### src/rtl/up_counter_pkg.sv
// Shared width defaults and helpers for the up_counter_5b counter.
package up_counter_pkg;

    localparam int CNT_W_DEFAULT = 5;

    typedef logic [CNT_W_DEFAULT-1:0] cnt_t;

    // All-ones value of a counter that is `width` bits wide.
    function automatic int unsigned cnt_max(input int unsigned width);
        return (32'd1 << width) - 32'd1;
    endfunction

endpackage

### src/rtl/up_counter_5b.sv
// Free-running up-counter with synchronous load, terminal count and wrap pulse.
// Optional saturating mode is enabled by defining UP_COUNTER_5B_SAT_EN.
module up_counter_5b
    import up_counter_pkg::*;
#(
    parameter int WIDTH = CNT_W_DEFAULT
) (
    input  logic             clk,
    input  logic             reset,
    input  logic             en,
    input  logic             load,
    input  logic [WIDTH-1:0] load_val,
`ifdef UP_COUNTER_5B_SAT_EN
    input  logic             sat_mode,
`endif
    output logic [WIDTH-1:0] out,
    output logic             tc,
    output logic             wrap
);

    localparam logic [WIDTH-1:0] MAX_VAL = WIDTH'(cnt_max(WIDTH));

    logic [WIDTH-1:0] cnt_nxt;
    logic             wrap_nxt;
    logic             at_max;
    logic             hold_at_max;

    assign at_max = (out == MAX_VAL);

`ifdef UP_COUNTER_5B_SAT_EN
    assign hold_at_max = sat_mode & at_max;
`else
    assign hold_at_max = 1'b0;
`endif

    // Load beats increment; a saturated counter neither advances nor pulses wrap.
    always_comb begin
        cnt_nxt  = out;
        wrap_nxt = 1'b0;
        if (load) begin
            cnt_nxt = load_val;
        end else if (en && !hold_at_max) begin
            cnt_nxt  = out + WIDTH'(1);
            wrap_nxt = at_max;
        end
    end

    always_ff @(posedge clk or negedge reset) begin
        if (!reset) begin
            out  <= '0;
            wrap <= 1'b0;
        end else begin
            out  <= cnt_nxt;
            wrap <= wrap_nxt;
        end
    end

    assign tc = &out;

endmodule

### config.mk
export PLATFORM = sky130hd
export DESIGN_NAME = up_counter_5b
export DESIGN_NICKNAME = d
export VERILOG_FILES = /design/src/rtl/up_counter_pkg.sv /design/src/rtl/up_counter_5b.sv
export SDC_FILE = /design/constraint.sdc
export NUM_CORES = 1
export LEC_CHECK = 0
export ABC_AREA = 1
export CORE_AREA = 4 4 41 43
export DETAILED_ROUTE_END_ITERATION = 7
export DIE_AREA = 0 0 45 47
export DONT_BUFFER_PORTS = 1
export SLEW_MARGIN = 20
export SYNTH_ARGS = -nofsm -noshare
export SYNTH_HDL_FRONTEND = slang
export SYNTH_SLANG_ARGS = --single-unit
### constraint.sdc
create_clock -name clk -period 2.15 [get_ports clk]
set_input_delay 0.1075 -clock clk [delete_from_list [all_inputs] [get_ports clk]]
set_output_delay 0.1075 -clock clk [all_outputs]
set_load 0.05 [all_outputs]
==> flow_summary.ini <==
[worst_setup_path]
rr_worst_depth = 8
worstSetupStartpointType = flip-flop
cp_slowest_cell = dlygate4sd3_1
endpoint_kind = flip-flop
critPathKind = reg -> reg
crit_arrival_ns = 1.95
critPathMaxFanout = 5
cp_slowest_stage_delay_ns = 0.54
reg2reg_to = wrap
r2r-start = out[1]
path_cells = buf_4 -> ha_1 -> nand2_1 -> nor2_1 -> ha_1 -> nand2_1 -> nor2_1 -> dlygate4sd3_1
worstPathRequired_ns = 2.27
reg2reg_slack_ns = 0.33
cp-startpoint = out[1]

[sta]
setup_viol = 0
relSlewSlack = 0.642
rsz0062_at_grt = false
fmax_mhz = 548
worst_pin_slew_ns = 0.537
fin_crit_ns = 1.82
fin_skew_ns = 0.00229
drv_slew = 0
hold_viol_final = 0
fin_tns_setup_ns = 0
min_period_over_period = 0.848
whs_ns = 0.0160

[floorplan]
die_h_um = 47
die_w_um = 45
dieArea_um2 = 2120
core_um2 = 1300
ioPinCount = 16
row_count = 13
start_util = 0.264

[placement]
post-place-cells = 57
placed_area_um2 = 382
io_buffers = 0
gp_congestion = 0.785
post-dp-hpwl_um = 588

[yosys]
synth_edf_count = 0
syn_inst = 39
synth-seq-cells = 6
synth-seq-area-share = 0.436
yosysTopAreaCellShare = 0.436
synth_area_um2 = 344
ys_warn_count = 0
synth_common_cells = 12 x nand2_1, 6 x dfrtp_1, 4 x nand3_1
synth_most_common_cell = nand2_1
ys_types = 15
async_flop_share = 1.00
synth_area_leaders = dfrtp_1 44%, nand2_1 13%, ha_1 7.3%
yosysTopAreaCell = dfrtp_1
syn_nets = 50
synth.avg_cell_area_um2 = 8.82
ys.flop_type = dfrtp_1

[routing]
drc = 0
drtIter0Drc = 10
wl_per_cell_um = 12.1
ant_nets = 0
firstDrtPassIters = 4
num_vias = 304
wl_um = 789
routed_via_density = 4.68

[layout]
seqCellArea_um2 = 150
diodes = 0
nNetsFinal = 63
drive_gt1_frac = 0.240
finalNonFillerCells = 65
synthToLayoutAreaGrowth_pct = 32.0
final_area_um2 = 454
fillCellCount = 151
multi_input_area_um2 = 171

[grt]
grt-ovfl-total = 0
grt_max_degree = 7
grt_pass1_vias = 315
grt_pass1_wl_mm = 1.37
antenna_found_initial = 0
grt_usage = 0.0952

[clock_tree]
cts_num_sinks = 6
clk_pin_slew_ns = 0.04
post_cts_buffers = 0
cts_max_path_buffers = 2
cts_made_buffers = 3
cts_tree = built
h-tree-depth = 1
ctsHoldBuffers = 5
ctsResizeCount = 0
cts-root-buf = clkbuf_4
clkLatencyLatePin_ns = 0.24

[status]
status = finished clean

[power_and_ir_drop]
power_density_nw_per_um2 = 749
leakage_nw = 0.218
ir_drop_uv = 266

[min_path]
whs_path_depth = 2
hold_class = in -> reg
worstHoldStart = load_val[3]
min_to = out[3]

[job]
max_cap_violations = 0
## stage by stage
step / utilization / worst slack, ns / power (W)
final: 0.349 / 0.326 / 0.000340
after CTS: 0.349 / 0.314 / 0.000341
after floorplan: - / 0.338 / 0.000214
after global routing: 0.349 / 0.193 / 0.000364
after detailed placement: 0.293 / 0.762 / 0.000231
after global placement: 0.293 / 0.769 / 0.000229
## worst max path at each step
stage	slack, ns	to
CTS	0.31	wrap
finish	0.33	wrap
floorplan	0.34	wrap
global placement	0.77	tc
global route	0.19	wrap
detailed placement	0.76	tc
## critical path: cells and delay by family (launching register included)
| kind | cells | cell delay (ns) |
|---|---|---|
| adders and majority gates | 2 | 0.40 |
| buffers and inverters | 2 | 0.74 |
| DFF | 1 | 0.35 |
| and+or+nand+nor | 4 | 0.21 |
## routing by layer
layer  track usage  wire, um
met5             0         0
met4        0.0351         0
met3        0.0728       127
met2         0.133       338
met1         0.111       323
## final cells by class
class                           instances  share of cell area
Tap cell                               15              0.0413
Sequential cell                         6               0.331
Timing Repair Buffer                    9               0.176
Multi-Input combinational cell         29               0.377
Clock buffer                            3              0.0496
Inverter                                3              0.0248
## kinds of logic (layout without fill, tap and decap cells)
logic type,count (synthesis),count (layout),share of synthesized area
buffers and inverters,4,15,0.0654
AND/OR/NAND/NOR,21,21,0.295
adder cells (fa/ha/maj),2,2,0.0727
XOR/XNOR,1,1,0.0255
AO/OA/AOI/OAI,5,5,0.105
flip-flops,6,6,0.436
## state kept, by name, summed over array words and instances (netlist names)
name  flops
out       5
wrap      1
## layout by cell type, fill, tap and decap left out
master / instances
nand2_1: 12
dfrtp_1: 6
dlygate4sd3_1: 5
nand3_1: 4
buf_4: 4
clkbuf_4: 3
nor2_1: 2
inv_2: 2
nor2_4: 2
a21boi_1: 2
ha_1: 2
inv_1: 1
nand4_1: 1
a22oi_1: 1
xnor2_1: 1
o21ai_2: 1
o21ai_1: 1
## power by group
group / switching (W) / internal (W)
Sequential: 0.0000236 / 0.000124
Combinational: 0.0000583 / 0.0000316
Clock: 0.0000396 / 0.0000631
Total: 0.000122 / 0.000219
Note: power is estimated with default switching activity, not from simulation.
